**src/rtl/mem_port_arbiter.sv**
```systemverilog
// Arbitrates an instruction-fetch port and a load/store port onto one shared memory port.
// Data is favoured, with a bounded streak, and every transaction ends in an ack or a timeout.
module mem_port_arbiter #(
    parameter int XLEN            = 32,
    parameter int MAX_DATA_STREAK = 4,
    parameter int TIMEOUT         = 255
) (
    input  logic            i_clk,
    input  logic            i_rst,
    input  logic            i_instr_req,
    input  logic [XLEN-1:0] i_instr_addr,
    output logic [XLEN-1:0] o_instr_data,
    output logic            o_instr_ack,
    input  logic            i_data_req,
    input  logic [XLEN-1:0] i_data_addr,
    input  logic [XLEN-1:0] i_data_wr_data,
    input  logic [1:0]      i_data_mask,
    input  logic            i_data_wr_en,
    output logic [XLEN-1:0] o_data_rd_data,
    output logic            o_data_ack,
    output logic            o_mem_req,
    output logic [XLEN-1:0] o_mem_addr,
    output logic [XLEN-1:0] o_mem_wr_data,
    output logic [1:0]      o_mem_mask,
    output logic            o_mem_wr_en,
    input  logic [XLEN-1:0] i_mem_rd_data,
    input  logic            i_mem_ack,
    output logic            o_timeout
);

    localparam int             SW         = $clog2(MAX_DATA_STREAK + 1);
    localparam logic [SW-1:0]  STREAK_MAX = SW'(MAX_DATA_STREAK);
    localparam logic [7:0]     WAIT_MAX   = 8'(TIMEOUT);

    typedef enum logic [1:0] {IDLE, GRANT_I, GRANT_D} state_t;

    state_t          state_q;
    logic [XLEN-1:0] instr_data_q, data_rd_data_q;
    logic            instr_ack_q, data_ack_q, timeout_q;
    logic            mem_req_q, mem_wr_en_q;
    logic [XLEN-1:0] mem_addr_q, mem_wr_data_q;
    logic [1:0]      mem_mask_q;
    logic [SW-1:0]   streak_q;
    logic [7:0]      wait_q;

    logic            pick_data, pick_instr;
    logic [7:0]      wait_d;
    logic            timeout_hit;

    // Data wins a conflict until it has taken MAX_DATA_STREAK grants in a row.
    always_comb begin
        pick_data  = 1'b0;
        pick_instr = 1'b0;
        if (i_data_req && (!i_instr_req || streak_q != STREAK_MAX)) begin
            pick_data = 1'b1;
        end else if (i_instr_req) begin
            pick_instr = 1'b1;
        end
    end

    assign wait_d      = wait_q + 8'd1;
    assign timeout_hit = (wait_d == WAIT_MAX);

    // NOTE: every register, including the returned-data holding registers, is reset so the
    // async reset can kill an in-flight transaction without leaving stale outputs behind.
    always_ff @(posedge i_clk or posedge i_rst) begin
        if (i_rst) begin
            state_q        <= IDLE;
            instr_data_q   <= '0;
            data_rd_data_q <= '0;
            instr_ack_q    <= 1'b0;
            data_ack_q     <= 1'b0;
            timeout_q      <= 1'b0;
            mem_req_q      <= 1'b0;
            mem_addr_q     <= '0;
            mem_wr_data_q  <= '0;
            mem_mask_q     <= 2'b00;
            mem_wr_en_q    <= 1'b0;
            streak_q       <= '0;
            wait_q         <= 8'd0;
        end else begin
            instr_ack_q <= 1'b0;
            data_ack_q  <= 1'b0;
            timeout_q   <= 1'b0;
            case (state_q)
                IDLE: begin
                    if (pick_data) begin
                        state_q       <= GRANT_D;
                        mem_req_q     <= 1'b1;
                        mem_addr_q    <= i_data_addr;
                        mem_wr_data_q <= i_data_wr_data;
                        mem_mask_q    <= i_data_mask;
                        mem_wr_en_q   <= i_data_wr_en;
                        wait_q        <= 8'd0;
                        if (!i_instr_req) begin
                            streak_q <= '0;
                        end else if (streak_q != STREAK_MAX) begin
                            streak_q <= streak_q + 1'b1;
                        end
                    end else if (pick_instr) begin
                        state_q       <= GRANT_I;
                        mem_req_q     <= 1'b1;
                        mem_addr_q    <= i_instr_addr;
                        mem_wr_data_q <= '0;
                        mem_mask_q    <= 2'b10;
                        mem_wr_en_q   <= 1'b0;
                        wait_q        <= 8'd0;
                        streak_q      <= '0;
                    end
                end
                GRANT_I, GRANT_D: begin
                    // A real ack on the final wait cycle takes priority over the timeout.
                    if (i_mem_ack || timeout_hit) begin
                        state_q   <= IDLE;
                        mem_req_q <= 1'b0;
                        timeout_q <= !i_mem_ack;
                        if (state_q == GRANT_I) begin
                            instr_ack_q <= 1'b1;
                            if (i_mem_ack) instr_data_q <= i_mem_rd_data;
                        end else begin
                            data_ack_q <= 1'b1;
                            if (i_mem_ack) data_rd_data_q <= i_mem_rd_data;
                        end
                    end else begin
                        wait_q <= wait_d;
                    end
                end
                default: state_q <= IDLE;
            endcase
        end
    end

    assign o_instr_data   = instr_data_q;
    assign o_instr_ack    = instr_ack_q;
    assign o_data_rd_data = data_rd_data_q;
    assign o_data_ack     = data_ack_q;
    assign o_mem_req      = mem_req_q;
    assign o_mem_addr     = mem_addr_q;
    assign o_mem_wr_data  = mem_wr_data_q;
    assign o_mem_mask     = mem_mask_q;
    assign o_mem_wr_en    = mem_wr_en_q;
    assign o_timeout      = timeout_q;

endmodule

```
**config.mk**
```make
export PLATFORM = sky130hd
export DESIGN_NAME = mem_port_arbiter
export DESIGN_NICKNAME = d
export VERILOG_FILES = /design/src/rtl/mem_port_arbiter.sv
export SDC_FILE = /design/constraint.sdc
export NUM_CORES = 1
export LEC_CHECK = 0
export BUFFER_PORTS_ARGS = -buffer_cell sky130_fd_sc_hd__clkbuf_2
export CAP_MARGIN = 10
export CORE_ASPECT_RATIO = 1.5
export CORE_MARGIN = 8
export CORE_UTILIZATION = 35
export DETAILED_ROUTE_END_ITERATION = 10
export HOLD_SLACK_MARGIN = 0.02
export SKIP_LAST_GASP = 1
export SLEW_MARGIN = 20
export SYNTH_ARGS = -nofsm -noshare
export SYNTH_HDL_FRONTEND = slang
export SYNTH_SLANG_ARGS = --single-unit
```
**constraint.sdc**
```tcl
create_clock -name i_clk -period 4.85 [get_ports i_clk]
set_clock_uncertainty 0.15 [all_clocks]
set_input_delay 0 -clock i_clk [delete_from_list [all_inputs] [get_ports i_clk]]
set_output_delay 0 -clock i_clk [all_outputs]
set_load 0.01 [all_outputs]
```
==> metrics.csv <==
stage,metric,value,unit
cells_and_area,fraction of layout cells with a size suffix above 1,36.2,%
pwr,switching share of power,35.8,%
clock_tree,number of gates resized after CTS,0,
synth,total nets after synthesis,707,
timing,minimum clock period,2580,ps
critical_path,r2r startpoint,state_q[0],
floorplanning,Horiz. Die Dim,124,um
synth,Post-Synth XOR/XNOR Area,0.409,%
critical_path,Crit path arrival time,2780,ps
place,"Cell Area, Placed",7660,um^2
critical_path,critical path launch point type,flop,
detailed_routing,Initial DRC Count,263,
clock_tree,total of hold buffers inserted after clock tree synthesis,136,
floorplanning,Chip Height,178,um
timing,max-slew violation count,0,
pwr,portion of total power attributed to sequential cells,34.9,%
pwr,power density normalized to cell area,628,nW/um^2
synth,number of warning messages in the yosys log,0,
grt,GRT Resource Usage Total,17.5,%
status,run status,"complete, no violations",
floorplanning,Core Region,17300,um^2
clock_tree,clock insertion delay at the later pin of the skew report,420,ps
synth,average instance area after synthesis,10.8,um^2
grt,number of antenna violations at the first check in global routing,1,
synth,Compound-Gate Fraction of Synth Area,9.44,%
pwr,Lkg Pwr,4.74,nW
pwr,clock share of power,23.9,%
place,Post-DP HPWL,12700,um
place,count of input and output buffers,270,
synth,multiplexer area fraction after synthesis,12.1,%
synth,cells after synthesis,565,
flow_run,count of max-cap constraint violations,0,
synth,cell area after synthesis,6120,um^2
cells_and_area,final standard cell area without fillers,9710,um^2
floorplanning,starting density of the core,35.4,%
timing,Max-Slew Margin vs Limit,47.7,%
floorplanning,area of the die,22100,um^2
cells_and_area,layout-stage area growth over the synthesis result,58.6,%
detailed_routing,via/cell ratio,4.74,
detailed_routing,average wire length per cell after detail routing,16.1,um
critical_path,nature of the critical path endpoint,flop,
timing,setup repair after global routing missed its margin,no,
pwr,share of total power in combinational logic,41.3,%
detailed_routing,routed wire length,19200,um
clock_tree,maximum buffer depth of the clock tree,2,
pwr,internal power of the cells,3.91,mW
detailed_routing,total DRC errors in the routed layout,0,
clock_tree,number of sinks on the clock net,148,
synth,simple-gate share of the synthesized area,13.4,%
pwr,Worst IR Drop VDD,0.406,mV
detailed_routing,DR pass1 iterations,4,
timing,final setup violating endpoints,0,
critical_path,number of cells traversed by the worst register-to-register path,7,
floorplanning,I/O pin count,271,
timing,setup TNS,0,ps
critical_path,worst setup slack for register-to-register paths,2270,ps
detailed_routing,post-route antenna net violation count,0,
cells_and_area,final-stage net count,1103,
clock_tree,maximum level of the CTS H-tree,4,
place,GP Congestion,0.739,
grt,wire length of the first global-routing pass,30500,um
synth,largest family of logic cells by synthesized area,simple AND/OR/NAND/NOR gates,
critical_path,crit path max fanout,69,
grt,total gr overflow,0,
synth,"Top FF cell, synth",dfrtp_1,
grt,largest net degree at the start of global routing,104,
synth,"Seq/Total Area, Yosys",60.5,%
floorplanning,standard-cell row count,59,
clock_tree,clock tree from TritonCTS,done,
timing,Tightest Pin Transition,784,ps
grt,vias in the first global route,6091,
synth,"EDFF count, synth",0,
critical_path,data required time at the worst endpoint,5050,ps
pwr,switching power summed over all nets,2.18,mW
critical_path,"Worst Path Class, Setup",flop to flop,
timing,count of endpoints failing hold in the final timing report,0,
critical_path,end of the worst register-to-register path,o_mem_addr[17],
timing,period utilisation layout,53.1,%
synth,share of async-settable or async-resettable flops after synthesis,100,%
clock_tree,root buf cell,clkbuf_16,
timing,maximum clock rate,0.388,GHz
clock_tree,number of setup buffers added after CTS,0,
detailed_routing,vias after detailed routing,5635,
synth,synth unique cells,40,
clock_tree,clk slew on worst S/H paths,60,ps
worst_hold_path,Hold WC Path Type,input pin to asynchronous set/reset pin,
synth,"share of synthesized cell area in full adder, half adder and majority cells",1.23,%
synth,synthesized flop and latch total,148,
clock_tree,number of buffers added by the clock tree synthesis step,17,
## metal layers
layer  global-route usage, %  part of all wire [%]
met4                    7.12                   2.0
met2                    28.9                    48
met1                    19.9                    40
met3                    6.69                    11
met5                       0                     0
## kinds of logic after synthesis
logic type / Yosys count
muxes: 66
xor gates and xnor gates: 2
adders and majority gates: 6
AOI/OAI and AO/OA: 94
buffers and inverters: 45
and+or+nand+nor: 204
DFF: 148
## flip-flops by register name, summed over array words and instances, names as in the netlist
signal / cells
o_mem_wr_data: 32
o_instr_ack: 1
o_data_rd_data: 32
wait_q: 8
o_mem_wr_en: 1
streak_q: 3
o_instr_data: 32
state_q: 2
o_mem_addr: 32
o_mem_req: 1
o_data_ack: 1
o_timeout: 1
o_mem_mask: 2
## power groups by stage
stage / Combinational, mW / Sequential (mW) / Clock [mW]
final: 2.51 / 2.12 / 1.45
after global routing: 2.78 / 2.20 / 1.56
after CTS: 2.51 / 2.12 / 1.50
after detailed placement: 2.20 / 2.14 / 0
after global placement: 2.17 / 2.12 / 0
after floorplan: 1.02 / 2.38 / 0
## cell usage after synthesis, drive strengths merged (2+ instances only)
library cell / instances / share of area, %
dfrtp: 148 / 60
nand2: 145 / 8.9
mux2: 66 / 12
o21ai: 41 / 3.4
nor2: 40 / 2.5
a31oi: 32 / 3.3
clkbuf: 23 / 1.4
buf: 13 / 0.94
inv: 9 / 0.55
ha: 6 / 1.2
nand3: 5 / 0.49
or3: 5 / 0.59
a32o: 4 / 0.65
a21oi: 3 / 0.25
a22o: 3 / 0.43
o22ai: 3 / 0.31
a21o: 2 / 0.25
nor3: 2 / 0.16
o41ai: 2 / 0.29
## cell type report
type,instances,area [um^2]
well taps,213,267
flip-flops and latches,148,3700
clock inverters,14,218
multi-input cells,372,2250
clock buffers,18,439
inverters,9,38.8
fillers,1488,7570
repair buffers,413,2790
diodes,1,2.50
## metrics by stage
| step | hold slack [ps] | instances | util (%) | setup WS (ps) | total power, mW |
|---|---|---|---|---|---|
| after detailed placement | 62.0 | 1018 | 44.3 | 2460 | 4.34 |
| after global routing | 202 | 1188 | 56.2 | 2090 | 6.54 |
| final | 142 | 1188 | 56.2 | 2270 | 6.09 |
| after CTS | 156 | 1186 | 56.0 | 2070 | 6.13 |
| after floorplan | -79.2 | 565 | - | 720 | 3.40 |
| after global placement | 66.8 | 1018 | 44.3 | 2500 | 4.29 |
## worst max path at each step
stage | start | to | slack, ps
after global routing | state_q[0] | o_mem_addr[16] | 2090
final | state_q[0] | o_mem_addr[17] | 2270
after detailed placement | state_q[0] | o_data_rd_data[31] | 2460
after CTS | state_q[0] | o_mem_addr[29] | 2070
after global placement | state_q[0] | o_data_rd_data[8] | 2500
after floorplan | i_rst | o_data_ack | 720
## cells in the final DEF, fill, tap and decap left out, types with 2 or more instances in the layout
cell type	instances
nand3_1	4
a21oi_1	3
or3_1	4
clkbuf_16	17
a21o_1	2
dfrtp_1	148
inv_1	7
nor3_1	2
a31oi_1	32
nand2_1	144
mux2_1	32
dlygate4sd3_1	136
clkinvlp_4	2
o21ai_1	2
inv_8	2
nor2_1	40
clkbuf_2	270
o22ai_1	3
o41ai_1	2
bufinv_16	4
o21ai_2	2
a32o_1	4
a22o_1	3
inv_6	5
mux2_2	34
o21ai_0	37
ha_1	6
buf_4	6
## critical path, cell delays in order (launching register included)
cell           delay (ps)
dfrtp_1               390
inv_1                  70
ha_1                  280
o21a_4                440
buf_16                300
nor2_1                 90
a31oi_1               170
dlygate4sd3_1         580
No activity file was read; power rests on OpenSTA's default activity.
